[src/rtl/pc_sequencer.sv]
// Program-counter stage for the pipelined fetch path. It selects the next PC from branch,
// jump and sequential sources, and it holds one redirect that arrives while fetch is stalled.
module pc_sequencer #(
    parameter int               WIDTH      = 32,
    parameter logic [WIDTH-1:0] INC        = WIDTH'(4),
    parameter logic [WIDTH-1:0] RESET_PC   = '0,
    parameter int               ALIGN_BITS = 2
) (
    input  logic             clk,
    input  logic             rst_n,
    input  logic             stall,
    input  logic             branch_taken,
    input  logic [WIDTH-1:0] branch_target,
    input  logic             jump,
    input  logic [WIDTH-1:0] jump_target,
    output logic [WIDTH-1:0] pc,
    output logic [WIDTH-1:0] pc_seq,
    output logic             redirect_pending,
    output logic             misaligned
);

    logic [WIDTH-1:0] pc_q, pc_d;
    logic             pend_valid_q, pend_valid_d;
    logic [WIDTH-1:0] pend_target_q, pend_target_d;

    assign pc_seq = pc_q + INC;

    always_comb begin
        pc_d          = pc_q;
        pend_valid_d  = pend_valid_q;
        pend_target_d = pend_target_q;
        if (!stall) begin
            // Branch (EX) is older than a buffered redirect, which is older than a jump (ID).
            if (branch_taken)      pc_d = branch_target;
            else if (pend_valid_q) pc_d = pend_target_q;
            else if (jump)         pc_d = jump_target;
            else                   pc_d = pc_seq;
            pend_valid_d = 1'b0;
        end else if (branch_taken) begin
            pend_valid_d  = 1'b1;
            pend_target_d = branch_target;
        end else if (jump && !pend_valid_q) begin
            pend_valid_d  = 1'b1;
            pend_target_d = jump_target;
        end
    end

    always_ff @(posedge clk) begin
        if (!rst_n) begin
            pc_q          <= RESET_PC;
            pend_valid_q  <= 1'b0;
            pend_target_q <= '0;
        end else begin
            pc_q          <= pc_d;
            pend_valid_q  <= pend_valid_d;
            pend_target_q <= pend_target_d;
        end
    end

    assign pc               = pc_q;
    assign redirect_pending = pend_valid_q;

    generate
        if (ALIGN_BITS > 0) begin : g_align
            assign misaligned = |pc_q[ALIGN_BITS-1:0];
        end else begin : g_no_align
            assign misaligned = 1'b0;
        end
    endgenerate

endmodule

[config.mk]
export PLATFORM = sky130hd
export DESIGN_NAME = pc_sequencer
export DESIGN_NICKNAME = d
export VERILOG_FILES = /design/src/rtl/pc_sequencer.sv
export SDC_FILE = /design/constraint.sdc
export NUM_CORES = 1
export LEC_CHECK = 0
export ABC_CLOCK_PERIOD_IN_PS = 1970
export CAP_MARGIN = 10
export CORE_MARGIN = 2
export CORE_UTILIZATION = 25
export DETAILED_ROUTE_END_ITERATION = 12
export GPL_ROUTABILITY_DRIVEN = 0
export GPL_TIMING_DRIVEN = 0
export SYNTH_ARGS = -nofsm -noshare
export SYNTH_HDL_FRONTEND = slang
export SYNTH_SLANG_ARGS = --single-unit
[constraint.sdc]
create_clock -name clk -period 1.97 [get_ports clk]
set_input_delay 0.2955 -clock clk [delete_from_list [all_inputs] [get_ports clk]]
set_output_delay 0.2955 -clock clk [all_outputs]
set_load 0.05 [all_outputs]
=== After elaboration in Yosys (flattened, before gate mapping) ===
Index checks and enable logic that the tools add are counted.

* Input bits: 69
* Word-level logic and storage cells: 17
* Bits in registers: 65

* Add/sub/neg operators: 1
* Reduce and logical (&&, ||, !) cells: 6
* Mux-type cells: 7

{| class="wikitable"
|+ Operators by type and width
! operator !! number
|-
| $mux W32 || 5
|-
| $add A32 B3 Y32 const B || 1
|-
| $reduce_and A2 Y1 || 2
|-
| $mux W1 || 2
|-
| $reduce_bool A2 Y1 || 1
|-
| $reduce_or A2 Y1 || 1
|-
| $logic_and A1 B1 Y1 || 1
|-
| $logic_not A1 Y1 || 1
|}

=== Longest topological paths before layout ===
* Depth in word-level cells: 4
* Depth in mapped cells: 8
* Mapped depth without buffers: 6

=== Worst setup path before layout ===
OpenSTA, ideal clock, no wires.

* Path type: register to output
* From: register pc_q[11], in the netlist pc[11]
* To: output port pc_seq[22]
* Arrival: 2,568 ps
* Cell stages (with the launch flop): 7
* Path buffers: 2
* Required time: 1,674 ps
* Slack: -893 ps
* Cell sequence: dfxtp_1 -> clkbuf_2 -> and4_1 -> nand3_1 -> buf_2 -> nor4_2 -> xor2_1

* Cells in the longest elaborated chain, start to end: 1

{| class="wikitable"
|+ RTL lines
! item !! line !! RTL
|-
| from (decl) || 22 || <nowiki>logic [WIDTH-1:0] pc_q, pc_d;</nowiki>
|-
| from (signal assigned) || 54 || <nowiki>pc_q <= pc_d;</nowiki>
|-
| $add A32 B3 Y32 || 26 || <nowiki>assign pc_seq = pc_q + INC;</nowiki>
|-
| to (decl) || 17 || <nowiki>output logic [WIDTH-1:0] pc_seq,</nowiki>
|}

Every way passes these cells.

=== Worst setup path in the final report ===
* From: register pc_q[5], in the netlist pc[5]
* To: output port pc_seq[31]

Same word-level chain as after synthesis.

==> impl_metrics.json <==
{
  "syn-num-nets": 600,
  "worst_slew_margin_rel_pct": 36.7,
  "crit_arrival_ns": 2.06,
  "die_h_um": 133,
  "startpoint_type": "flop",
  "clockBufferDepth": 2,
  "r2r-start": "pc[8]",
  "period_needed_ns": 2.35,
  "yosysSeqAreaShare_pct": 31.4,
  "clock_sinks": 65,
  "final_nets": 810,
  "firstDrtPassIters": 5,
  "io_pins": 135,
  "seq_power_share_pct": 33.5,
  "finalSetupViolations": 24,
  "met1_length_mm": 8.13,
  "rsz0062_at_grt": "true",
  "synthCells": 530,
  "p_sw_mw": 1.65,
  "grt_pass1_vias": 5389,
  "final_core_util_pct": 45.1,
  "drv_cap": 0,
  "crit_fanout": 6,
  "violations": "setup timing",
  "pwr-share-clk_pct": 33.6,
  "finalWorstSetupSlack_ns": -0.382,
  "drcViolationCount": 0,
  "p_int_mw": 2.99,
  "status": "finished, violations left",
  "ff2ff_setup_slack_ns": -0.02,
  "path_clk_slew_ns": 0.05,
  "fp.dieW_um": 133,
  "synth.avg_cell_area_um2": 7.81,
  "hpwl_mm": 14.3,
  "ys_ff_latch": 65,
  "critPathKind": "flop to output port",
  "area_growth_pct": 78.6,
  "min-delay-start": "pend_target_q[7]",
  "hold_depth": 2,
  "hold-path-endpoint": "pend_target_q[7]",
  "vias": 5494,
  "antenna_cells": 0,
  "coreArea_mm2": 0.0164,
  "wirelength_mm": 20.5,
  "dpl_cell_area_mm2": 0.00622,
  "fin_crit_sh_pct": 119,
  "final_common_cell": "clkdlybuf4s50_1",
  "mostFrequentLayoutCells": "clkdlybuf4s50_1 (89), buf_4 (71), nor2_1 (60), nand2_1 (50), dfxtp_1 (37)",
  "drtIter0Drc": 667,
  "yosys.cell_types.count": 62,
  "final_area_mm2": 0.00740,
  "met2_length_mm": 9.68,
  "drv_slew": 0,
  "highest_layer": "met4",
  "htree_levels": 3,
  "ys_warn_count": 0,
  "io_buffers": 132,
  "synth_top_cell_area_share_pct": 31.4,
  "syn_area_mm2": 0.00414,
  "grt_start_max_net_pins": 12,
  "reg2reg_depth": 8,
  "synth-main-ff-cell": "dfxtp_1",
  "cts_tree": "built",
  "hold_buffers": 0,
  "grt_pass1_wl_mm": 30.6,
  "cts-root-buf": "clkbuf_16",
  "tightest_slew_ns": 0.950,
  "async_reset_ff_share_pct": 0,
  "hold_viol_final": 0,
  "grt_overflow": 0,
  "switching_share_pct": 35.5,
  "crit_required_ns": 1.67,
  "leakagePower_nw": 3.08,
  "antenna_left": 0,
  "synthTopCellsByArea": "dfxtp_1 (31%), mux2i_1 (6.5%), nor2_1 (5.8%)",
  "start_util_pct": 25.2,
  "pwr-share-comb_pct": 32.9,
  "cts_made_buffers": 9,
  "synth_edf_count": 0,
  "clock.fmax_mhz": 425,
  "p_per_area_mw_per_mm2": 626,
  "end_kind": "output port",
  "die_area_mm2": 0.0176,
  "antenna_found_initial": 0,
  "drive_gt1_share_pct": 31.8,
  "post_drt_wl_per_cell_um": 21.3,
  "clock_latency_ns": 0.34,
  "grt_usage_pct": 22.5,
  "min-delay-path-class": "flop to flop",
  "rr_endpoint": "pc[27]",
  "rows": 47,
  "ir_drop_v": 0.000370,
  "met3WireLength_mm": 1.75,
  "worst_clock_skew_ns": 0.00887,
  "viasPerCell": 5.69,
  "yosysTopAreaCell": "dfxtp_1"
}
## critical path: stages, from the launching register on
cell and delay, ns:
dfxtp_4 0.37, and4_1 0.22, buf_6 0.14, nand4_4 0.17, nor4_4 0.42, xor2_4 0.21, buf_6 0.18
## through the flow
step           TNS [ns]  cells  worst slack (ns)  hold slack, ns  total power, mW
3_5_place_dp     -40.41    882             -1.05           0.491             2.95
2_1_floorplan     -1.38    530            -0.233           0.463             2.40
4_1_cts           -6.22    941            -0.451           0.498             4.56
3_3_place_gp     -38.13    882             -1.00           0.483             2.93
6_report          -5.61    965            -0.382           0.498             4.63
5_1_grt           -6.93    965            -0.449           0.514             4.78
## layer usage
| metal | track usage [%] | vias up |
|---|---|---|
| li1 | - | 2427 |
| met1 | 28.1 | 2632 |
| met2 | 37.7 | 358 |
| met3 | 3.72 | 77 |
| met4 | 11.1 | 0 |
| met5 | 0 | - |
## power by group through the flow
stage / clock network, mW / logic [mW] / registers (mW)
3_5_place_dp: 0 / 1.36 / 1.60
2_1_floorplan: 0 / 0.664 / 1.73
5_1_grt: 1.62 / 1.59 / 1.56
6_report: 1.56 / 1.52 / 1.55
4_1_cts: 1.56 / 1.45 / 1.55
3_3_place_gp: 0 / 1.34 / 1.59
## registers in the layout, indices dropped and copies added, names as in the netlist
register / cells
pend_target_q: 32
pc: 32
redirect_pending: 1
## how the worst max path moves through the flow
stage,from,to,slack (ns),cells after the start
global route,pc[8],pc_seq[31],-0.45,6
finish,pc[5],pc_seq[31],-0.38,6
global placement,pc[8],pc_seq[30],-1.00,5
detailed placement,pc[8],pc_seq[30],-1.05,5
floorplan,pc[6],pc_seq[30],-0.23,4
CTS,pc[3],pc_seq[18],-0.45,8
## synth_stat cells, types with 3 or more instances
cell type,count
dfxtp_1,65
nor2_1,64
nand2_1,56
a21oi_1,33
clkbuf_1,29
mux2i_1,27
a211oi_1,22
o21ai_0,22
nand3_1,15
a221oi_1,12
o221ai_1,12
buf_2,11
nand4_1,11
xor2_1,11
a311oi_1,10
nor3_1,10
xnor2_1,10
and3_1,8
and4_1,7
o211ai_1,7
or2_2,6
a221o_1,5
nor4_1,5
or3_1,5
a22oi_1,4
a31oi_1,4
o22ai_1,4
a22o_1,3
inv_1,3
nor4_2,3
o21a_1,3
o31ai_1,3
o41a_1,3
## final cells by class
class,instances,area [um^2]
clock buffer,14,275
inverter,6,22.5
buffer,42,245
sequential,65,1390
multi-input combinational,415,3240
timing repair buffer,201,1930
clock inverter,2,10.0
tap,220,275
fill,1543,9010
## timing repair
item                                    CTS  global route
gates cloned                              2             0
pin swaps                                24            30
endpoints found under the setup margin   85            80
setup buffers                            42            27
resized for setup                       232            60
## cell families after synthesis
kind of cell / Yosys count / share of synthesized area, %
DFF: 65 / 31.4
muxes: 29 / 7.16
and+or+nand+nor: 204 / 24.3
adders and majority gates: 1 / 0.302
AOI/OAI and AO/OA: 159 / 27.1
buffers and inverters: 51 / 5.35
xor gates and xnor gates: 21 / 4.44
(Power assumes the default switching activity.)
